`src/rtl/cache_victim_select.sv`:
```
// Victim-way selector: returns the lowest invalid way of a set, or an LFSR-chosen way
// when the set is full. It keeps a per-set valid bitmap and drives the LFSR advance strobe.
module cache_victim_select #(
   parameter int WAYS  = 4,
   parameter int SETS  = 64,
   parameter int WAY_W = $clog2(WAYS),
   parameter int SET_W = $clog2(SETS)
) (
   input  logic             clk,
   input  logic             rst,
   input  logic [7:0]       lfsr_val,
   output logic             lfsr_update,
   input  logic             req_valid,
   input  logic [SET_W-1:0] req_set,
   output logic             req_ready,
   output logic             resp_valid,
   output logic [WAY_W-1:0] resp_way,
   input  logic             resp_ready,
   input  logic             fill_done,
   input  logic             inv_valid,
   input  logic [SET_W-1:0] inv_set,
   input  logic [WAY_W-1:0] inv_way,
   input  logic             inv_all
);

   typedef enum logic [1:0] {
      S_IDLE,
      S_PICK,
      S_RESP,
      S_FILL
   } state_t;

   state_t           r_state;
   state_t           w_next;
   logic [SET_W-1:0] r_set;
   logic [WAY_W-1:0] r_way;
   logic [WAYS-1:0]  r_valid [SETS];

   logic [WAYS-1:0]  w_row;
   logic [WAY_W-1:0] w_free_way;
   logic             w_has_free;
   logic             w_fill;
   logic             w_unused_lfsr;

   // Only the low WAY_W bits of the LFSR choose a way.
   assign w_unused_lfsr = ^lfsr_val[7:WAY_W];

   assign w_row  = r_valid[r_set];
   assign w_fill = (r_state == S_FILL) && fill_done;

   // Scanned from the top so the lowest-indexed invalid way wins.
   always_comb begin
      w_free_way = '0;
      w_has_free = 1'b0;
      for (int unsigned i = WAYS; i > 0; i--) begin
         if (!w_row[i-1]) begin
            w_free_way = WAY_W'(i - 1);
            w_has_free = 1'b1;
         end
      end
   end

   always_ff @(posedge clk or posedge rst) begin
      if (rst) begin
         r_state <= S_IDLE;
      end else begin
         r_state <= w_next;
      end
   end

   always_comb begin
      w_next = r_state;
      case (r_state)
         S_IDLE:  if (req_valid)  w_next = S_PICK;
         S_PICK:                  w_next = S_RESP;
         S_RESP:  if (resp_ready) w_next = S_FILL;
         S_FILL:  if (fill_done)  w_next = S_IDLE;
         default:                 w_next = S_IDLE;
      endcase
   end

   always_comb begin
      req_ready   = (r_state == S_IDLE);
      resp_valid  = (r_state == S_RESP);
      lfsr_update = (r_state == S_PICK) && !w_has_free;
   end

   assign resp_way = r_way;

   always_ff @(posedge clk or posedge rst) begin
      if (rst) begin
         r_set <= '0;
         r_way <= '0;
      end else begin
         if (r_state == S_IDLE && req_valid) begin
            r_set <= req_set;
         end
         if (r_state == S_PICK) begin
            r_way <= w_has_free ? w_free_way : lfsr_val[WAY_W-1:0];
         end
      end
   end

   // Later non-blocking write wins: the fill set overrides a same-bit invalidate.
   always_ff @(posedge clk or posedge rst) begin
      if (rst) begin
         for (int unsigned s = 0; s < SETS; s++) begin
            r_valid[s] <= '0;
         end
      end else if (inv_all) begin
         for (int unsigned s = 0; s < SETS; s++) begin
            r_valid[s] <= '0;
         end
      end else begin
         if (inv_valid) begin
            r_valid[inv_set][inv_way] <= 1'b0;
         end
         if (w_fill) begin
            r_valid[r_set][r_way] <= 1'b1;
         end
      end
   end

endmodule

```
`config.mk`:
```
export PLATFORM = sky130hd
export DESIGN_NAME = cache_victim_select
export DESIGN_NICKNAME = d
export VERILOG_FILES = /design/src/rtl/cache_victim_select.sv
export SDC_FILE = /design/constraint.sdc
export NUM_CORES = 1
export LEC_CHECK = 0
export BUFFER_PORTS_ARGS = -buffer_cell sky130_fd_sc_hd__buf_4
export CORE_AREA = 4 4 241 243
export CTS_CLUSTER_SIZE = 8
export DETAILED_ROUTE_END_ITERATION = 10
export DIE_AREA = 0 0 245 247
export PLACE_DENSITY = 0.39
export SYNTH_ARGS = -nofsm -noshare
export SYNTH_HDL_FRONTEND = slang
export SYNTH_SLANG_ARGS = --single-unit
```
`constraint.sdc`:
```
create_clock -name clk -period 16.5 [get_ports clk]
set_clock_uncertainty 0.05 [all_clocks]
set_input_delay 3.3 -clock clk [delete_from_list [all_inputs] [get_ports clk]]
set_output_delay 3.3 -clock clk [all_outputs]
set_load 0.005 [all_outputs]
```
After elaboration in Yosys (flattened, before gate mapping) --
Cells that the tools add are included.
Word-level totals: register bits after elaboration 266, input port bits 29, output and inout port bits 5, word-level logic and storage cells 124
Operators by class: order comparisons 8, eq/ne operators 6, mux-type cells 28, bitwise logic cells 5, reduce and logical (&&, ||, !) cells 10
Operator list (number):
- $mux 256 | 4
- $and 256x256->256 | 1
- $not 256->256 | 1
- $or 256x256->256 | 1
- $demux 4 s6 | 2
- $bmux 4 s6 | 1
- $mux 2 | 8
- $mux 4 | 4
- $ge 7x7->1 const B | 2
- $lt 7x1->1 const B | 2
- $not 6->7 | 2
- $pmux 2 s4 | 1
- $logic_and 1x1->1 | 7
- $lt 2x3->1 const B | 2
- $mux 1 | 6
- $demux 1 s2 | 2
- $eq 2x2->1 const B | 2
- $ge 2x1->1 const B | 2
- $ne 2x2->1 const B | 2
- $reduce_and 3->1 | 1
- $eq 2x1->1 const B | 1
- $logic_not 2->1 | 1
- $ne 2x1->1 const B | 1
- $logic_not 1->1 | 1

Depth between registers and ports, before layout --
Gate-level depths: netlist of the first run.
depth in word-level cells 13, gate-level depth with buffers 12, mapped depth without buffers 7

Least setup slack after synthesis of the first run --
No wires, ideal clock.
path kind register -> output, start reg r_set[0], end out lfsr_update, arrival time 2190 ps, setup slack 10960 ps, stages on the path, launching flop included 10, path buffers 2, cells stage by stage dfrtp_1 -> buf_6 -> buf_6 -> mux2i_1 -> mux4_2 -> o21ai_1 -> o2111ai_1 -> or4_4 -> nand2b_4 -> nor3_1
Between the ends: cells in the longest elaborated chain, start to end 10
Ends and longest elaborated chain:
- start: declaration | line 35 | logic [SET_W-1:0] r_set;
- start signal: assignment | line 96 | r_set <= req_set;
- $not 6->7 (not written as such) * | line 48 | assign w_row = r_valid[r_set];
- $bmux 4 s6 * | line 48
- $mux 4 (not written as such) * (2 in series) | line 48
- $mux 1 (3 in series) | line 56 | if (!w_row[i-1]) begin
- $mux 1 * | line 56
- $logic_not 1->1 * | line 85 | lfsr_update = (r_state == S_PICK) && !w_has_free;
- $logic_and 1x1->1 * | line 85
- end: declaration | line 12 | output logic lfsr_update,
Mark *: on every way between the ends. The rest lies on a longest branch, timed or not. The select of a mux whose other input is x is not followed.

Worst setup path after layout of the first run --
Same ends and word-level chain as after synthesis.

==> results of run 1 <==
## logic make-up after synthesis
| logic type | Yosys count | share of synthesized area [%] |
|---|---|---|
| AOI/OAI and AO/OA | 613 | 23.9 |
| and+or+nand+nor | 507 | 15.4 |
| DFF | 266 | 47.8 |
| buffers and inverters | 141 | 4.62 |
| muxes | 77 | 7.88 |
| adders and majority gates | 4 | 0.359 |
## worst register-to-register path, cell delays in order, from the launching register on
cell       delay [ps]
dfrtp_4           620
buf_4             590
buf_4             670
mux2i_1           360
mux4_2            270
a31oi_1           140
a2111oi_1        1110
nand2_1           100
o21ai_0           240
o22ai_2            80
## cell type report
| cell class | instances | area (sq um) |
|---|---|---|
| fill | 6091 | 40200 |
| multi-input combinational | 1201 | 6680 |
| sequential | 266 | 6670 |
| clock buffer | 47 | 1050 |
| tap | 756 | 946 |
| timing repair buffer | 52 | 397 |
| inverter | 12 | 52.6 |
| clock inverter | 1 | 5.00 |
## power breakdown
group	switching (W)	internal (W)	total [W]	leakage (nW)
clock network	0.000300	0.000439	0.000739	0.516
logic	0.000468	0.000182	0.000650	1.70
registers	0.0000651	0.000670	0.000735	3.70
total	0.000833	0.00129	0.00212	5.91
## path summary, 6_finish.rpt
kind                            cells after the start  slack (ps)      endpoint
worst max-delay path                               10        8320   lfsr_update
worst min-delay path                                2         490  r_valid[227]
worst max register to register                      9       12130   resp_way[0]
worst min register to register                      2         490  r_valid[227]
max in group asynchronous                           4       11430   r_valid[20]
min in group asynchronous                           2        2780  r_valid[165]
## cells in the final DEF (no fill, tap or decap), types with 5 or more instances in the layout
master	count
mux2_2	14
mux4_2	24
a22oi_1	9
o2bb2ai_1	8
a221oi_1	9
o22a_1	5
dfrtp_1	263
mux2i_1	35
nand3_1	9
clkbuf_16	41
o21ai_0	259
inv_1	11
o22ai_1	19
nor2_1	81
a221o_1	9
nand2b_1	7
a211oi_1	7
nor3b_1	10
buf_4	51
a21oi_1	266
nor3_1	10
nand2_1	348
clkbuf_1	6
or3b_2	7
## Yosys cell counts, types with 2 or more instances
library cell	n
nand2b_1	7
nor3b_1	12
nand3b_1	4
buf_4	5
a21oi_1	266
a31oi_1	3
o21ai_0	259
or3_1	2
o22a_1	5
nand2_1	348
nand3b_2	2
and2_1	2
ha_1	4
o221ai_1	3
and3_1	2
nand3_1	10
a22oi_1	9
a2bb2oi_1	2
or3b_2	7
a211oi_1	7
mux4_2	24
a221oi_1	9
a222oi_1	2
buf_6	7
mux2_2	14
nor2_1	85
o22ai_1	19
dfrtp_1	266
mux2_1	3
and3b_1	2
inv_1	12
o2bb2ai_1	8
clkbuf_1	103
nor3_1	12
a221o_1	9
mux2i_1	35
o31ai_1	2
or2_2	2
buf_2	12
o21ai_1	2
nor2b_1	4
## flip-flops by register name, indices dropped and copies added, names as in the netlist
register / count
resp_way: 2
r_state: 2
r_set: 6
r_valid: 256
## routing by layer
| metal | vias to the layer above | global-route usage [%] | routed length [microns] |
|---|---|---|---|
| li1 | 5588 | - | - |
| met1 | 6304 | 26.1 | 25900 |
| met2 | 433 | 30.5 | 27100 |
| met3 | 107 | 3.94 | 3880 |
| met4 | 0 | 7.00 | 2230 |
| met5 | - | 0 | 0 |
## through the flow
step	std cells	util, %	total power (W)	instance area [sq um]	setup slack [ps]
global placement	2287	26.3	0.00139	14700	8920
finish	2335	28.2	0.00212	15800	8320
detailed placement	2287	26.3	0.00139	14700	8880
floorplan	1608	-	0.00113	13900	5820
global route	2335	28.2	0.00220	15800	8110
CTS	2335	28.2	0.00214	15800	8260
==> results.md, run 1 <==
* Worst rel slew slack at 16.7%
* Largest net degree at the start of global routing at 93
* Mapped cell area at 0.0139 sq mm
* Remaining DRCs at 0
* Pleak at about 6 nW
* Fmax at 122 MHz
* TritonCTS clock tree: done
* Synth warn at 0
* #FFs+latches synth at 266
* Worst vdd ir at about 0.12 mV
* Worst path max stage delay at about 650 ps
* Final setup viols at 0
* Hold path start: r_valid[227]
* Crit-path cells: buf_4, buf_4, nand3b_2, o22ai_1, a221oi_1, a21oi_1, or4_4, nand2b_4, nor3_1, buf_4
* Max clock buf depth at 3
* Final TNS setup at 0 ps
* WS Path Type: register to primary output
* Fin Hold WS at 487 ps
* First-pass GRT wire length at between 80000 and 90000 microns
* Area growth from synthesis to layout at 13.4%
* H-tree levels at 2
* Worst path slowest cell: buf_4
* Fin crit share at just under 50%
* Remaining antenna violation count after routing at 0
* Async SR Flop Fraction at 100%
* Hold Buf Count CTS at 0
* Post-CTS sizing at 0
* Post-synth top flop: dfrtp_1
* Die Area at about 0.06 sq mm
* Initial core utilization at 24.9%
* Final hold vios at 0
* Critical Path Source Type: register
* Status: completed
* Clk_lat worst skew at 560 ps
* DP HPWL at 33400 microns
* Worst setup EP type: primary output
* Number of diodes at 0
* Initial drt markers at ~1200
* Synth top area share at between 40% and 50%
* Clk pin slew, worst setup/hold paths at ~60 ps
* Synth area leader: dfrtp_1
* Critical path startpoint: r_set[0]
* Vias in the first global route at approximately 12000
* Total wire length at 59200 microns
* Die X at approximately 250 microns
* Setup bufs post-CTS at 0
* Initial antenna violation count at 0
* GPL Wtd Cong at 0.802
* Total grt overflow at 0
* Share of cells above drive strength 1 at roughly a tenth
* CP max FO at 43
* Top cell by count, worst path: buf_4
* First drt pass iteration count at 6
* Bufs and invs on worst path at 3
* # rows at slightly below 90
* IO Port Bufs at 27
* WP data required at between 10000 and 15000 ps
* Crit path time final at between 8000 and 9000 ps
* Vias per cell at ~5.3
* Hold crit path type: register to register
* Overall routing resource usage at approximately 19%
* CTS Root Cell: clkbuf_16
* Via count at between 10000 and 15000
* Core Area at 0.0560 sq mm
* Die Ht at 247 microns
* Cells after Synth at between 1500 and 2000
* Main area contributors after synthesis: dfrtp_1 (48%), a21oi_1 (9.6%), nand2_1 (9.4%), o21ai_0 (9.3%), mux4_2 (3.9%)
* Seq/Total Area, Yosys at between 40 and 50%
* RSZ-0062 raised after global routing: no
* Drt wl/cell at between 20 and 30 microns
* Pwr/cell area at roughly 130 mW/mm^2
* Pins Over Slew Limit at 0
* Number of synthesized flops with an enable pin at 0
* # clock sinks at 266
* Arr. time, crit path at 4830 ps
* I/O pin cnt at 34
* CP top delay family: simple AND/OR/NAND/NOR gates
* Total of max-cap violations at 0
* Syn Area/Cell at between 8 and 9 sq um
* Syn nets at 1641
* Num CTS Buffers at 39
* Worst-Margin Slew at roughly 1200 ps
* Count of cell types in the netlist at 58
* RR Startpoint: r_set[0]
* Nets at around 1600
Note: power is estimated with default switching activity, not from simulation.
==> inputs of run 2 (changes only) <==
--- a/config.mk
+++ b/config.mk
@@ -5,12 +5,13 @@
 export SDC_FILE = /design/constraint.sdc
 export NUM_CORES = 1
 export LEC_CHECK = 0
+export ABC_AREA = 1
 export BUFFER_PORTS_ARGS = -buffer_cell sky130_fd_sc_hd__buf_4
-export CORE_AREA = 4 4 241 243
+export CORE_AREA = 4 4 243 245
 export CTS_CLUSTER_SIZE = 8
 export DETAILED_ROUTE_END_ITERATION = 10
-export DIE_AREA = 0 0 245 247
-export PLACE_DENSITY = 0.39
+export DIE_AREA = 0 0 247 249
+export PLACE_DENSITY = 0.4
 export SYNTH_ARGS = -nofsm -noshare
 export SYNTH_HDL_FRONTEND = slang
 export SYNTH_SLANG_ARGS = --single-unit
==> constraint.sdc (replaced) <==
create_clock -name clk -period 7.31 [get_ports clk]
set_clock_uncertainty 0.05 [all_clocks]
set_input_delay 1.462 -clock clk [delete_from_list [all_inputs] [get_ports clk]]
set_output_delay 1.462 -clock clk [all_outputs]
set_load 0.005 [all_outputs]
==> results.md, run 2 <==
* #FFs+latches synth at between 200 and 300
* GPL Wtd Cong at 0.825
* Overall routing resource usage at around a fifth
* Worst vdd ir at approximately 0.17 mV
* Largest Register: r_valid
* Commonest cells in the netlist: nand2_1 (545), o21ai_0 (277), dfrtp_1 (266)
* Crit path time final at approximately 5300 ps
* Syn Area/Cell at 7.28 sq um
* I/O pin cnt at 34
* Nets at 1958
* Num CTS Buffers at 40
* Die X at roughly 250 microns
* Cells after Synth at 1937
* Most common cell after layout, fill and taps aside: nand2_1
* Total wire length at 58500 microns
* IO Port Bufs at 27
* Count of cell types in the netlist at 26
* Synth warn at 0
* Final TNS setup at 0 ps
* Final setup viols at 0
* Pins Over Slew Limit at 0
* Clk_lat worst skew at around 560 ps
* Via count at 13600
* Final hold vios at 0
* Seq/Total Area, Yosys at between 40% and 50%
* Critical Path Source Type: register
* Share of cells above drive strength 1 at 7.89%
* Synth top area share at a little under half
* Largest registers: r_valid: 256 flops, r_set: 6 flops
* Largest net degree at the start of global routing at between 150 and 200
* Vias per cell at 5.03
* Number of synthesized flops with an enable pin at 0
* Total of max-cap violations at 0
* Hold crit path type: register to register
* Hold Buf Count CTS at 0
* Routed wl met3 at 3470 microns
* Hold path cells at 2
* Number of diodes at 0
* Worst setup EP type: primary output
* Bufs and invs on worst path at 3
* First drt pass iteration count at 5
* WP data required at roughly 5800 ps
* First-pass GRT wire length at 88700 microns
* Pleak at approximately 6.5 nW
* Fmax at around 190 MHz
* Mapped cell area at between 0.01 and 0.015 sq mm
* Commonest non-fill, non-tap cells in the layout: nand2_1 (545), o21ai_0 (277), dfrtp_1 (265)
* Crit-path cells: inv_4, buf_4, nand2_1, nand3_1, nand2_1, o21ai_1, nand2_1, nor2_1, nand3_1, nor3_2, buf_4
* Max clock buf depth at 3
* # rows at 88
* Final design utilization at 28.4%
* Worst path slowest cell: dfrtp_4
* Status: completed
* CP top delay family: buffers and inverters
* Worst-Margin Slew at 1160 ps
* Worst rel slew slack at a little under a quarter
* Top cell by count, worst path: nand2_1
* Core Area at around 0.057 sq mm
* Arr. time, crit path at 3830 ps
* Synth area leader: dfrtp_1
* Cells on worst reg2reg path at 6
* Drt wl/cell at approximately 22 microns
* Vias in the first global route at between 10000 and 15000
* DP HPWL at roughly 33000 microns
* Die Ht at around 250 microns
* TritonCTS clock tree: done
* Async SR Flop Fraction at 100%
* Remaining antenna violation count after routing at 0
* RSZ-0062 raised after global routing: no
* Die Area at about 0.06 sq mm
* Main area contributors after synthesis: dfrtp_1 (47%), nand2_1 (15%), o21ai_0 (9.8%), a21oi_1 (9.4%), nor2_1 (4.0%)
* M1 WL at approximately 26000 microns
* Remaining DRCs at 0
* # clock sinks at roughly 270
* Initial drt markers at around 1200
* Clk pin slew, worst setup/hold paths at 50 ps
* Layout Cells excl Fill at between 2000 and 3000
* Initial antenna violation count at 0
* H-tree levels at 2
* Post-CTS sizing at 0
* Worst path max stage delay at slightly above 700 ps
* Max FFs per register at around 260
* Area growth from synthesis to layout at 15.1%
* Worst Slack Setup Final at 1970 ps
* Highest Signal Layer: met4
* Total grt overflow at 0
* Placed cell count at around 2600
* CP max FO at 49
* CTS Root Cell: clkbuf_16
* Fin crit share at between 70% and 80%
* Setup bufs post-CTS at 0
* Pre-CTS WS at around 2500 ps
* Post-synth top flop: dfrtp_1
* Pwr/cell area at roughly 300 mW/mm^2
* Met2 WL at roughly 27000 microns
* WS Path Type: register to primary output
* Initial core utilization at between 20% and 30%
* Syn nets at between 1500 and 2000
* Stages on the worst setup path at 11
* Count leader, synth: nand2_1
-- run 2: cell count changes after synthesis, moves of 23 or more --
cell and change:
buf_2 +23, nand3_1 +57, nand2_1 +197, nor2_1 +67
inv_1 +80, clkbuf_1 -23, mux4_2 -24, o21ai_1 +45
o211ai_1 +34, mux2i_1 -35
-- run 2: stage by stage --
step | hold WS [ps] | cell area [sq um] | total power, W
after floorplan | 456 | 14100 | 0.00253
after global placement | 470 | 15100 | 0.00315
after detailed placement | 478 | 15100 | 0.00315
after CTS | 483 | 16200 | 0.00489
after global routing | 495 | 16200 | 0.00509
final | 484 | 16200 | 0.00484
-- run 2: worst paths after layout --
kind                              startpoint      endpoint  slack [ps]
worst max-delay path                r_set[0]   lfsr_update        1970
worst min-delay path            r_valid[228]  r_valid[228]         480
worst max register to register      r_set[0]  r_valid[221]        3920
worst min register to register  r_valid[228]  r_valid[228]         480
max in group asynchronous                rst  r_valid[233]        4740
min in group asynchronous                rst  r_valid[251]        1040
-- run 2: layout make-up --
class,count,area [sq um]
fill,6235,40900
sequential,266,6660
multi-input combinational,1449,6630
clock buffer,52,1080
tap,765,957
timing repair buffer,63,492
inverter,105,400
clock inverter,3,22.5
-- run 2: worst min-delay path: cells and delay by family (launching register included) --
kind / cells / cell delay [ps]
flip-flops: 1 / 360
AO/OA/AOI/OAI: 2 / 130
-- run 2: kinds of logic after synthesis --
family,Yosys count,share of synthesized area [%]
adder cells (fa/ha/maj),4,0.355
AND/OR/NAND/NOR,821,23.3
buffers and inverters,222,6.33
flip-flops,266,47.2
AO/OA/AOI/OAI,624,22.8
-- run 2: power breakdown --
part / internal, W / total (W) / switching, W / leakage (nW)
combinational: 0.000356 / 0.00154 / 0.00118 / 2.25
clock: 0.00102 / 0.00172 / 0.000701 / 0.537
sequential: 0.00151 / 0.00158 / 0.0000757 / 3.69
total: 0.00288 / 0.00484 / 0.00196 / 6.48
-- run 2: routing by layer --
layer  track usage [%]  vias to the layer above
li1                  -                     6374
met3              3.06                       94
met1              26.2                     6721
met2              29.8                      407
met5                 0                        -
met4              6.87                        0
==> inputs of run 3 (changes only) <==
==> config.mk (replaced) <==
export PLATFORM = sky130hd
export DESIGN_NAME = cache_victim_select
export DESIGN_NICKNAME = d
export VERILOG_FILES = /design/src/rtl/cache_victim_select.sv
export SDC_FILE = /design/constraint.sdc
export NUM_CORES = 1
export LEC_CHECK = 0
export ABC_AREA = 0
export BUFFER_PORTS_ARGS = -buffer_cell sky130_fd_sc_hd__buf_4
export CORE_AREA = 4 4 241 243
export CTS_CLUSTER_SIZE = 8
export DETAILED_ROUTE_END_ITERATION = 10
export DIE_AREA = 0 0 245 247
export PLACE_DENSITY = 0.39
export SYNTH_ARGS = -nofsm -noshare
export SYNTH_HDL_FRONTEND = slang
export SYNTH_SLANG_ARGS = --single-unit
==> constraint.sdc (replaced) <==
create_clock -name clk -period 5 [get_ports clk]
set_clock_uncertainty 0.05 [all_clocks]
set_input_delay 1 -clock clk [delete_from_list [all_inputs] [get_ports clk]]
set_output_delay 1 -clock clk [all_outputs]
set_load 0.005 [all_outputs]
==> results.md, run 3 (same netlist as run 1, synthesis figures left out) <==
* WP data required at roughly 4000 ps
* R2R Setup Slk at approximately 1700 ps
* RR Startpoint: r_set[1]
* Num CTS Buffers at 39
* Die Ht at ~250 microns
* Hold crit path type: input pin to async pin
* Area growth from synthesis to layout at 14.8%
* CP max FO at 38
* Die X at between 200 and 250 microns
* Post-CTS sizing at 0
* Net Sw Frac at between 30% and 40%
* GPL Wtd Cong at 0.815
* Final instance area at between 0.015 and 0.02 sq mm
* IO Port Bufs at 27
* RSZ-0062 raised after global routing: no
* Hold Buf Count CTS at 0
* DP HPWL at about 34000 microns
* # fillers at between 5000 and 6000
* First-pass GRT wire length at 89000 microns
* Crit path time final at around 4800 ps
* Initial antenna violation count at 0
* Worst-Margin Slew at around 1300 ps
* Status: completed
* Pwr/cell area at 446 mW/mm^2
* Clk pin slew, worst setup/hold paths at approximately 50 ps
* Pleak at around 6 nW
* Worst reg2reg endpoint: resp_way[0]
* Psw at ~0.0028 W
* Cells on worst reg2reg path at 7
* Combinational share of power at a little under a third
* Core Area at 0.0560 sq mm
* Fin Hold WS at 467 ps
* Number of diodes at 0
* Vias per cell at about 5.4
* # clock sinks at between 200 and 300
* Vias in the first global route at around 13000
* Remaining antenna violation count after routing at 0
* Worst rel slew slack at between 10 and 15%
* Post-Place Cell Area at around 0.015 sq mm
* CTS Root Cell: clkbuf_16
* Largest net degree at the start of global routing at approximately 140
* Pins Over Slew Limit at 0
* Setup bufs post-CTS at 0
* Nets at roughly 1600
* Total Power at a little over 0.007 W
* WS Path Type: register to primary output
* Remaining DRCs at 0
* Fmax at ~210 MHz
* Drt wl/cell at between 20 and 30 microns
* Arr. time, crit path at between 3000 and 4000 ps
* Largest Register: r_valid
* Total of max-cap violations at 0
* Final design utilization at between 20 and 30%
* P_int at between 0.004 and 0.005 W
* H-tree levels at 2
* TritonCTS clock tree: done
* Final hold vios at 0
* Fin crit share at 96.6%
* Final setup viols at 0
* Initial core utilization at 24.9%
* Share of cells above drive strength 1 at approximately 11%
* Critical Path Source Type: register
* Total wire length at 60100 microns
* Clk_lat worst skew at around 560 ps
* Seq pwr share at about 34%
* Worst vdd ir at 0.371 mV
* I/O pin cnt at 34
* Via count at 12600
* Initial drt markers at ~1200
* Largest registers: r_valid: 256 flops, r_set: 6 flops
* Final TNS setup at 0 ps
* # rows at between 80 and 90
* Die Area at just over 0.06 sq mm
* Worst setup EP type: primary output
* First drt pass iteration count at 5
* Max FFs per register at around 260
* Clock power share at 34.4%
* Max clock buf depth at 3
* Commonest non-fill, non-tap cells in the layout: nand2_1 (348), a21oi_1 (266), dfrtp_1 (263)
* Overall routing resource usage at between 10% and 20%
* Total grt overflow at 0
* Most common cell after layout, fill and taps aside: nand2_1
run 3: cell types whose count changed in the layout (fill, tap and decap cells not counted), sizes merged, moves of 24 or more:
cell	delta
o21ai	-63
inv	-88
nor2	-71
nand3	-57
nand2	-198
mux2i	+35
o211ai	-34
mux4	+24
run 3: critical path, cell delays in order, from the launching register on:
cell and delay, ps:
dfrtp_4 700, inv_1 730, mux4_2 410, o2bb2ai_1 80
or4_1 500, o41a_1 440, nand2b_4 110, nor3_1 50
buf_4 150
run 3: power by group through the flow:
stage | sequential (W) | combinational, W | clock [W]
floorplan | 0.00228 | 0.00146 | 0
global placement | 0.00245 | 0.00226 | 0
detailed placement | 0.00246 | 0.00225 | 0
CTS | 0.00242 | 0.00226 | 0.00251
global route | 0.00244 | 0.00238 | 0.00260
finish | 0.00242 | 0.00226 | 0.00245
run 3: layout make-up:
class / count / area (sq um) / share of cell area (%)
multi-input combinational: 1201 / 6670 / 41.7
tap: 756 / 946 / 5.92
sequential: 266 / 6670 / 41.7
clock buffer: 44 / 1050 / 6.55
clock inverter: 1 / 5.00 / 0.0313
timing repair buffer: 69 / 599 / 3.75
inverter: 12 / 48.8 / 0.305
run 3: worst max path at each step:
| stage | slack [ps] | from | end | cells past startpoint |
|---|---|---|---|---|
| floorplan | 440 | rst | r_set[0] | 1 |
| global placement | 810 | r_set[1] | lfsr_update | 8 |
| detailed placement | 800 | r_set[1] | lfsr_update | 8 |
| CTS | 210 | r_set[1] | lfsr_update | 8 |
| global route | 140 | r_set[1] | lfsr_update | 7 |
| finish | 170 | r_set[1] | lfsr_update | 8 |
run 3: layer usage:
| metal | share of wire (%) | global-route usage (%) | wire (microns) |
|---|---|---|---|
| met1 | 44 | 26.5 | 26300 |
| met3 | 6.0 | 3.29 | 3590 |
| met2 | 46 | 31.7 | 27900 |
| met4 | 3.7 | 7.53 | 2220 |
| met5 | 0 | 0 | 0 |
run 3: metrics by stage:
| stage | setup WS [ps] | instances |
|---|---|---|
| after floorplan | 439 | 1608 |
| after global placement | 807 | 2304 |
| after detailed placement | 804 | 2304 |
| after CTS | 208 | 2349 |
| after global routing | 137 | 2349 |
| final | 169 | 2349 |
